==> src/rtl/regfile_pkg.sv <==
// rtl/regfile_pkg.sv - shared register-file constants and write-back source ids
package regfile_pkg;

  localparam int XLEN  = 32;
  localparam int NREGS = 32;
  localparam int AW    = 5;

  typedef enum logic {
    SRC_ALU  = 1'b0,
    SRC_LOAD = 1'b1
  } src_t;

endpackage

==> src/rtl/regfile_wb_scheduler_if.sv <==
// rtl/regfile_wb_scheduler_if.sv - issue, write-back and register-file port bundle (WB_FORWARD_EN adds forwarding outputs)
interface regfile_wb_scheduler_if;
  import regfile_pkg::*;

  logic            issue_valid;
  logic [AW-1:0]   issue_rs1;
  logic [AW-1:0]   issue_rs2;
  logic [AW-1:0]   issue_rd;
  logic            issue_wr;
  logic            stall;

  logic            s0_valid;
  logic [AW-1:0]   s0_rd;
  logic [XLEN-1:0] s0_data;
  logic            s0_ready;
  logic            s1_valid;
  logic [AW-1:0]   s1_rd;
  logic [XLEN-1:0] s1_data;
  logic            s1_ready;

  logic            wr_en;
  logic [AW-1:0]   wr_addr;
  logic [XLEN-1:0] wr_data;
  logic            err;

`ifdef WB_FORWARD_EN
  logic            fwd1_en;
  logic            fwd2_en;
  logic [XLEN-1:0] fwd1_data;
  logic [XLEN-1:0] fwd2_data;
`endif

  modport master (
    output issue_valid, issue_rs1, issue_rs2, issue_rd, issue_wr,
    output s0_valid, s0_rd, s0_data, s1_valid, s1_rd, s1_data,
    input  stall, s0_ready, s1_ready, wr_en, wr_addr, wr_data, err
`ifdef WB_FORWARD_EN
    , input fwd1_en, fwd2_en, fwd1_data, fwd2_data
`endif
  );

  modport slave (
    input  issue_valid, issue_rs1, issue_rs2, issue_rd, issue_wr,
    input  s0_valid, s0_rd, s0_data, s1_valid, s1_rd, s1_data,
    output stall, s0_ready, s1_ready, wr_en, wr_addr, wr_data, err
`ifdef WB_FORWARD_EN
    , output fwd1_en, fwd2_en, fwd1_data, fwd2_data
`endif
  );

endinterface

==> src/rtl/rr_arbiter2.sv <==
// rtl/rr_arbiter2.sv - two-way round-robin arbiter; last_grant resets to SRC_LOAD so s0 wins first
module rr_arbiter2
  import regfile_pkg::*;
(
  input  logic clk,
  input  logic reset_n,
  input  logic req0,
  input  logic req1,
  output logic gnt0,
  output logic gnt1
);

  src_t last_grant;

  always_comb begin
    gnt0 = req0 && (!req1 || (last_grant == SRC_LOAD));
    gnt1 = req1 && !gnt0;
  end

  always_ff @(posedge clk) begin
    if (!reset_n) begin
      last_grant <= SRC_LOAD;
    end else if (gnt0) begin
      last_grant <= SRC_ALU;
    end else if (gnt1) begin
      last_grant <= SRC_LOAD;
    end
  end

endmodule

==> src/rtl/regfile_wb_scheduler.sv <==
// rtl/regfile_wb_scheduler.sv - write-back arbiter, busy scoreboard and hazard stall; WB_FORWARD_EN enables operand forwarding
module regfile_wb_scheduler
  import regfile_pkg::*;
(
  input  logic                  clk,
  input  logic                  reset_n,
  regfile_wb_scheduler_if.slave bus
);

  logic [NREGS-1:0] busy;
  logic [NREGS-1:0] busy_clr;
  logic [NREGS-1:0] busy_nxt;
  logic             gnt0;
  logic             gnt1;
  logic [AW-1:0]    sel_rd;
  logic [XLEN-1:0]  sel_data;
  logic             wb_fire;
  logic             wb_orphan;
  logic             hit1;
  logic             hit2;
  logic             issue_set;
  logic             stall_i;

  rr_arbiter2 u_arb (
    .clk     (clk),
    .reset_n (reset_n),
    .req0    (bus.s0_valid),
    .req1    (bus.s1_valid),
    .gnt0    (gnt0),
    .gnt1    (gnt1)
  );

  assign bus.s0_ready = gnt0;
  assign bus.s1_ready = gnt1;

`ifdef WB_FORWARD_EN
  assign hit1 = bus.wr_en && (bus.wr_addr == bus.issue_rs1) && (bus.wr_addr != '0);
  assign hit2 = bus.wr_en && (bus.wr_addr == bus.issue_rs2) && (bus.wr_addr != '0);
  assign bus.fwd1_en   = hit1;
  assign bus.fwd2_en   = hit2;
  assign bus.fwd1_data = bus.wr_data;
  assign bus.fwd2_data = bus.wr_data;
`else
  assign hit1 = 1'b0;
  assign hit2 = 1'b0;
`endif

  // WAW is never forwarded: the older write must land before the new owner claims rd
  assign stall_i = bus.issue_valid &&
                   ((busy[bus.issue_rs1] && !hit1) ||
                    (busy[bus.issue_rs2] && !hit2) ||
                    (bus.issue_wr && busy[bus.issue_rd]));
  assign bus.stall = stall_i;

  always_comb begin
    sel_rd    = gnt1 ? bus.s1_rd : bus.s0_rd;
    sel_data  = gnt1 ? bus.s1_data : bus.s0_data;
    wb_fire   = (gnt0 || gnt1) && (sel_rd != '0);
    issue_set = bus.issue_valid && !stall_i && bus.issue_wr && (bus.issue_rd != '0);

    busy_clr = '0;
    if (bus.wr_en) begin
      busy_clr[bus.wr_addr] = 1'b1;
    end

    // a register being retired this cycle is no longer owned by an in-flight write
    wb_orphan = wb_fire && !(busy[sel_rd] && !busy_clr[sel_rd]);

    busy_nxt = busy & ~busy_clr;
    if (issue_set) begin
      busy_nxt[bus.issue_rd] = 1'b1;
    end
    busy_nxt[0] = 1'b0;
  end

  always_ff @(posedge clk) begin
    if (!reset_n) begin
      busy        <= '0;
      bus.wr_en   <= 1'b0;
      bus.wr_addr <= '0;
      bus.wr_data <= '0;
      bus.err     <= 1'b0;
    end else begin
      busy      <= busy_nxt;
      bus.wr_en <= wb_fire;
      if (wb_fire) begin
        bus.wr_addr <= sel_rd;
        bus.wr_data <= sel_data;
      end
      if (wb_orphan) begin
        bus.err <= 1'b1;
      end
    end
  end

endmodule

==> src/flat_wrapper.sv <==
// flat-port wrapper written by rule: the top's interface ports become plain ports
module regfile_wb_scheduler_flat import regfile_pkg::*;
  (clk, reset_n, bus_issue_valid, bus_issue_rs1, bus_issue_rs2, bus_issue_rd, bus_issue_wr, bus_s0_valid, bus_s0_rd, bus_s0_data, bus_s1_valid, bus_s1_rd, bus_s1_data, bus_stall, bus_s0_ready, bus_s1_ready, bus_wr_en, bus_wr_addr, bus_wr_data, bus_err);
  regfile_wb_scheduler_if bus_i ();
  input  logic clk;
  input  logic reset_n;
  input wire logic [$bits(bus_i.issue_valid)-1:0] bus_issue_valid;
  input wire logic [$bits(bus_i.issue_rs1)-1:0] bus_issue_rs1;
  input wire logic [$bits(bus_i.issue_rs2)-1:0] bus_issue_rs2;
  input wire logic [$bits(bus_i.issue_rd)-1:0] bus_issue_rd;
  input wire logic [$bits(bus_i.issue_wr)-1:0] bus_issue_wr;
  input wire logic [$bits(bus_i.s0_valid)-1:0] bus_s0_valid;
  input wire logic [$bits(bus_i.s0_rd)-1:0] bus_s0_rd;
  input wire logic [$bits(bus_i.s0_data)-1:0] bus_s0_data;
  input wire logic [$bits(bus_i.s1_valid)-1:0] bus_s1_valid;
  input wire logic [$bits(bus_i.s1_rd)-1:0] bus_s1_rd;
  input wire logic [$bits(bus_i.s1_data)-1:0] bus_s1_data;
  output wire logic [$bits(bus_i.stall)-1:0] bus_stall;
  output wire logic [$bits(bus_i.s0_ready)-1:0] bus_s0_ready;
  output wire logic [$bits(bus_i.s1_ready)-1:0] bus_s1_ready;
  output wire logic [$bits(bus_i.wr_en)-1:0] bus_wr_en;
  output wire logic [$bits(bus_i.wr_addr)-1:0] bus_wr_addr;
  output wire logic [$bits(bus_i.wr_data)-1:0] bus_wr_data;
  output wire logic [$bits(bus_i.err)-1:0] bus_err;
  assign bus_i.issue_valid = bus_issue_valid;
  assign bus_i.issue_rs1 = bus_issue_rs1;
  assign bus_i.issue_rs2 = bus_issue_rs2;
  assign bus_i.issue_rd = bus_issue_rd;
  assign bus_i.issue_wr = bus_issue_wr;
  assign bus_i.s0_valid = bus_s0_valid;
  assign bus_i.s0_rd = bus_s0_rd;
  assign bus_i.s0_data = bus_s0_data;
  assign bus_i.s1_valid = bus_s1_valid;
  assign bus_i.s1_rd = bus_s1_rd;
  assign bus_i.s1_data = bus_s1_data;
  assign bus_stall = bus_i.stall;
  assign bus_s0_ready = bus_i.s0_ready;
  assign bus_s1_ready = bus_i.s1_ready;
  assign bus_wr_en = bus_i.wr_en;
  assign bus_wr_addr = bus_i.wr_addr;
  assign bus_wr_data = bus_i.wr_data;
  assign bus_err = bus_i.err;
  regfile_wb_scheduler u_core (.clk(clk), .reset_n(reset_n), .bus(bus_i));
endmodule
==> config.mk <==
export PLATFORM = sky130hd
export DESIGN_NAME = regfile_wb_scheduler_flat
export DESIGN_NICKNAME = d
export VERILOG_FILES = /design/src/rtl/regfile_pkg.sv /design/src/rtl/regfile_wb_scheduler_if.sv /design/src/rtl/rr_arbiter2.sv /design/src/rtl/regfile_wb_scheduler.sv /design/src/flat_wrapper.sv
export SDC_FILE = /design/constraint.sdc
export NUM_CORES = 1
export LEC_CHECK = 0
export ABC_CLOCK_PERIOD_IN_PS = 6120
export BUFFER_PORTS_ARGS = -buffer_cell sky130_fd_sc_hd__buf_2
export CAP_MARGIN = 10
export CORE_MARGIN = 5
export CORE_UTILIZATION = 35
export CTS_CLUSTER_DIAMETER = 40
export CTS_CLUSTER_SIZE = 30
export DETAILED_ROUTE_END_ITERATION = 8
export GPL_TIMING_DRIVEN = 0
export PLACE_DENSITY = 0.56
export SYNTH_ARGS = -nofsm -noshare
export SYNTH_HDL_FRONTEND = slang
export SYNTH_HIERARCHICAL = 1
export SYNTH_SLANG_ARGS = --single-unit
export TNS_END_PERCENT = 10
==> constraint.sdc <==
create_clock -name clk -period 6.12 [get_ports clk]
set_input_delay 1.224 -clock clk [delete_from_list [all_inputs] [get_ports clk]]
set_output_delay 1.224 -clock clk [all_outputs]
set_load 0.01 [all_outputs]
======== Word level (Yosys, flattened, before mapping) ========
Index checks and enable logic that the tools add are counted.
operators by class
  add/subtract/negate cells ............... 0
  multiply operators ...................... 0
  $lt $le $gt $ge ......................... 7
  reduce and logical (&&, ||, !) cells .... 24
  div/mod/pow operators ................... 0
  muxes and demuxes ....................... 20
  equality and inequality tests ........... 0
  shifts and indexed selects .............. 0
  bitwise gates (word level) .............. 3
operator list
  cell                                                                                  count
  32-bit two-way mux                                                                    3
  32-bit AND                                                                            1
  32-bit NOT                                                                            1
  32-bit bitwise OR                                                                     1
  5-bit by 6-bit less-than comparator with 1-bit output (second input constant)         5
  1-bit binary-select mux with 5-bit select                                             5
  1-bit logical AND                                                                     12
  1-bit demux with 5-bit select                                                         2
  5-bit by 1-bit greater-or-equal comparator with 1-bit output (second input constant)  2
  5-bit nonzero test                                                                    2
  1-bit two-way mux                                                                     9
  1-bit zero test                                                                       5
  5-bit two-way mux                                                                     1
  1-bit logical OR                                                                      4
  2-bit nonzero test                                                                    1
storage, ports and cells
  bits of input ports ..................... 95
  bits in latches ......................... 0
  memories kept ........................... 0
  memory bits (writable) .................. 0
  register bits ........................... 72
  output and inout bits ................... 42
  bits in read-only memories .............. 0
  logic and storage cells ................. 61

======== Logic depth before layout (Yosys ltp) ========
  depth after elaboration ................. 12
  gate-level depth with buffers ........... 10

======== By module ========
Netlist, hierarchy kept.
modules (own cells, without submodules)
  module                cells an instance  seq. area each (um^2)  area an instance (um^2)  times used
  regfile_wb_scheduler  507                1401.3                 4593.2                   1
  rr_arbiter2           7                  20.0                   61.3                     1

======== Worst setup path after synthesis ========
No wires, ideal clock.
  path kind ............................... input to output
  start ................................... input port bus_issue_rs1[0]
  end ..................................... output port bus_stall
  slack ................................... 2.219 ns
  arrival ................................. 2.677 ns
  stages on the path ...................... 6
  path through ............................ clkbuf_1 > mux4_2 > nor4bb_1 > nor4_1 > nand3_1 > a31oi_1
on the way
  word-level cells in the longest chain between the ends .. 5
RTL lines
  what                                       line                        text
  from (decl)                                flat_wrapper.sv:8           input wire logic [$bits(bus_i.issue_rs1)-1:0] bus_issue_rs1;
  1-bit binary-select mux with 5-bit select  regfile_wb_scheduler.sv:50  ((busy[bus.issue_rs1] && !hit1) ||
  1-bit two-way mux (not written as such)    regfile_wb_scheduler.sv:50
  1-bit logical OR                           regfile_wb_scheduler.sv:50
  1-bit logical OR                           regfile_wb_scheduler.sv:51  (busy[bus.issue_rs2] && !hit2) ||
  1-bit logical AND                          regfile_wb_scheduler.sv:49  assign stall_i = bus.issue_valid &&
  to (decl)                                  flat_wrapper.sv:18          output wire logic [$bits(bus_i.stall)-1:0] bus_stall;
Every way passes these cells. The select of a mux whose other input is x is not followed.

======== Worst setup path after layout ========
  start ................................... input port bus_issue_rd[1]
  end ..................................... output port bus_stall
on the way
  word-level cells in the longest chain between the ends .. 5
RTL lines
  what                                       line                        text
  from (decl)                                flat_wrapper.sv:10          input wire logic [$bits(bus_i.issue_rd)-1:0] bus_issue_rd;
  1-bit binary-select mux with 5-bit select  regfile_wb_scheduler.sv:52  (bus.issue_wr && busy[bus.issue_rd]));
  1-bit two-way mux (not written as such)    regfile_wb_scheduler.sv:52
  1-bit logical AND                          regfile_wb_scheduler.sv:52
  1-bit logical OR                           regfile_wb_scheduler.sv:51
  1-bit logical AND                          regfile_wb_scheduler.sv:49
Every way passes these cells. The select of a mux whose other input is x is not followed.

==> impl_summary.md <==
Run
The number of maximum-capacitance constraint violations is 0.

Min path
The startpoint identified for the worst hold timing path is u_core/bus.wr_data[5]. The worst min-delay path category is reg2reg. Along the worst hold path, the cell count comes to 1. For hold timing, the worst endpoint is u_core/bus.wr_data[5].

Yosys
The synthesized design contains 0 enable-type register cells. The post-synthesis async set-or-reset flop share is 0. The distinct cell type count of the synthesized netlist is 56. The total of flip-flops plus latches after synthesis is 71. The share of synthesized area occupied by flip-flops and latches is 0.305.

The number of warnings printed during yosys synthesis is 6. The mapped netlist covers 4650 um^2. The dominant synthesized flop cell is sky130_fd_sc_hd__dfxtp_1.

The post-synthesis average cell area is 9.06 um^2. The synthesized netlist net count is 609. Synthesis handed over a netlist of 514 instances.

Drt
The per-cell via count in the routed design is 5.74. Wires add up to 16.7 mm. Before antenna repair, the detailed router went through 5 iterations. The remaining routing DRC violations is 0. The met2 routed wirelength is 7.78 mm.

The routed layout has 4764 vias. The sum of routed wire segments on met1 is 6.71 mm. The number of design-rule violations left by the first detailed-router iteration is 500. The final antenna-violating net count is 0. After detailed routing, the average wire length per cell comes to 20.1 um. Summed over all nets, wire length on met3 after detailed routing comes to 1.80 mm. The top metal layer carrying routed signals is met4.

Floorplan
For this configuration, the core starts out at a cell density of 0.354. The floorplan step defined a die boundary enclosing 15700 um^2. The I/O pin count is 137. In this run the standard cell core region covers 13100 um^2. The die width is 125 um. The floorplan step set the die height to 125 um. The total number of placement rows is 42.

Worst setup path
At the worst endpoint, the arrival time is 3.10 ns. The number of cells on the worst reg-to-reg path is 9. The endpoint type of the worst setup path is an output port. In this run the critical register-to-register path is captured at u_core/bus.wr_addr[0].

In this run the critical register-to-register path is launched from u_core/u_arb/last_grant. The critical path goes through clkbuf_1 -> buf_1 -> mux4_2 -> a22oi_2 -> nand4_1 -> nand2_1 -> a31oi_1 -> buf_2. The type of the setup path with the least slack is in2out. Along the worst path, the maximum fanout reaches 10. The register-to-register setup slack is 3.00 ns. Together, buffers and inverters on the worst path number 3. The largest single stage delay on the critical path is 0.52 ns.

The slowest stage of the critical path belongs to the cell sky130_fd_sc_hd__buf_1. The nature of the critical path startpoint is an input port. The cell family contributing the most delay on the critical path is buffers and inverters. For the worst setup path, the data required time is 4.90 ns.

STA
The worst-case clock skew is 0.00690 ns. The transition time at the pin with the least slew margin is 1.06 ns. Of the available clock period, the critical path in the final layout requires 0.706. The worst max-slew margin expressed relative to the limit is 0.289. Setup repair after global routing left no endpoint under its margin. The final hold violation count is 0.

The sum of negative setup slack is 0 ns. The setup violation total in the final timing report is 0. The final-report max-slew violation count came to 0. The maximum achievable frequency is 0.231 GHz. After layout, the minimum clock period comes to 4.32 ns.

Cells and area
The final net count is 744. The filler cells instantiated in the layout total 1364. The library cell used most frequently in the layout, excluding fill and tap cells, is sky130_fd_sc_hd__buf_2. The top cell types in the final layout, fill and taps aside, are sky130_fd_sc_hd__buf_2 (126), sky130_fd_sc_hd__nand2_1 (84), sky130_fd_sc_hd__dfxtp_1 (71), sky130_fd_sc_hd__mux2i_1 (42), sky130_fd_sc_hd__clkbuf_1 (40). The area taken by flip-flops and latches is 1420 um^2. From synthesis to final layout, the design area changed by 24.7%. The fraction of final layout cells sized beyond drive strength 1 is 0.275.

The multi-input combinational cells in the finished layout cover a total of 2970 um^2. The finished layout holds 830 standard cells, fillers aside. The number of antenna diodes in the final layout is 0.

Power and ir drop
Summed over all cells, the static leakage comes to 2.52 nW. The design draws 0.00133 W. The peak supply drop is 0.000136 V. The total power divided by cell area is 230 nW/um^2.

Clock tree
For this design, the sink count on the clock tree is 71. The longest clock path from root to sink contains 2 buffers. The number of hold buffers added after CTS was 0. The post-cts repair resize count is 0.

The CTS tree is built. The register clock-pin slew on the reported worst setup and hold paths is 0.06 ns. The clock root buffer master is sky130_fd_sc_hd__clkbuf_16. The post-CTS setup buffer count is 0. The latest clock arrival within the worst-skew pair is 0.34 ns. Counting the buffers created by CTS gives 9. The H-tree generated during clock tree synthesis spans 3 levels.

Global route
The initial antenna violation count was 0. Entering global routing, the biggest net connects 15 pins. The total routing resource utilization after global routing is 0.208. The via count of the first global-routing pass is 4795. After global routing the overflow that remains totals 0. The global-route wire length before repair is 26.2 mm.

Placed design
The final RePlAce weighted congestion is 0.914. Once placement completed, the tool counted placed cells totaling 814. The detailed placer's ending HPWL is 12.9 mm. The count of buffers added on input and output ports is 124.

Status
The flow ran to the end, and the final reports show no timing, DRC or antenna violations.
-- synth_stat cells, drive strengths merged (2+ instances only) --
master    n  area share
nand3     9      0.0097
a21boi    2      0.0032
mux2i    42       0.090
nor3b     4      0.0065
buf      11       0.017
o22ai     4      0.0054
mux4     22        0.11
nor3      8      0.0086
or2       2      0.0027
mux2      5       0.012
o21ai    12       0.014
inv      10      0.0081
nand2    84       0.068
nand4     5      0.0067
o211a    34       0.073
o211ai   37       0.060
a2bb2oi   2      0.0038
a21oi    11       0.012
or3b      2      0.0038
a22oi     3      0.0059
dfxtp    71        0.31
o41ai    14       0.028
nor2     14       0.011
nand2b    7      0.0094
a211oi    2      0.0032
o31ai    17       0.027
and2      5      0.0073
or3       3      0.0040
clkbuf   40       0.032
nor2b     2      0.0032
and3b     4      0.0075
nand3b    8       0.013
a31oi     5      0.0067
-- how the worst max path moves through the flow --
stage                          start  slack, ns         to  depth (start not counted)
floorplan           bus_issue_rs1[0]       2.22  bus_stall                          6
global placement     bus_issue_rd[1]       1.85  bus_stall                          8
detailed placement   bus_issue_rd[1]       1.83  bus_stall                          8
CTS                  bus_issue_rd[1]       1.83  bus_stall                          8
global route         bus_issue_rd[1]       1.70  bus_stall                          8
finish               bus_issue_rd[1]       1.80  bus_stall                          8
-- power by group --
part | internal, W | switching, W | total (W)
Sequential | 0.000491 | 0.0000182 | 0.000509
Combinational | 0.000115 | 0.000170 | 0.000284
Clock | 0.000321 | 0.000219 | 0.000539
-- stage by stage --
step                      instance area, um^2  hold slack (ns)  setup WS [ns]  utilization
after global routing                     5800            0.513           1.70        0.442
after CTS                                5800            0.500           1.83        0.442
after global placement                   5500            0.475           1.85        0.418
after detailed placement                 5500            0.483           1.83        0.418
after floorplan                          4650            0.486           2.22            -
final                                    5800            0.498           1.80        0.442
-- cell families (layout without fill, tap and decap cells) --
family                 after synthesis  after routing  synth area share
AO/OA/AOI/OAI                      149            149             0.253
XOR/XNOR                             2              2           0.00376
buffers and inverters               61            201            0.0570
flip-flops                          71             71             0.305
multiplexers                        69             69             0.210
AND/OR/NAND/NOR                    162            162             0.170
-- sequential cells by signal (all words and copies together), names as in the netlist --
signal                   flops
u_core/bus.err               1
u_core/u_arb/last_grant      1
u_core/busy                 31
u_core/bus.wr_data          32
u_core/bus.wr_addr           5
u_core/bus.wr_en             1
-- per-layer routing --
metal,track usage,vias to the layer above
li1,-,2242
met1,0.263,2207
met2,0.340,281
met3,0.0618,34
met4,0.0733,0
met5,0,-
-- cell type report --
cell class / instances / share of cell area
multi-input combinational: 382 / 0.512
sequential: 71 / 0.245
timing repair buffer: 124 / 0.107
buffer: 51 / 0.0392
clock buffer: 9 / 0.0388
tap: 176 / 0.0380
clock inverter: 7 / 0.0140
inverter: 10 / 0.00647
No activity file was read; power rests on OpenSTA's default activity.
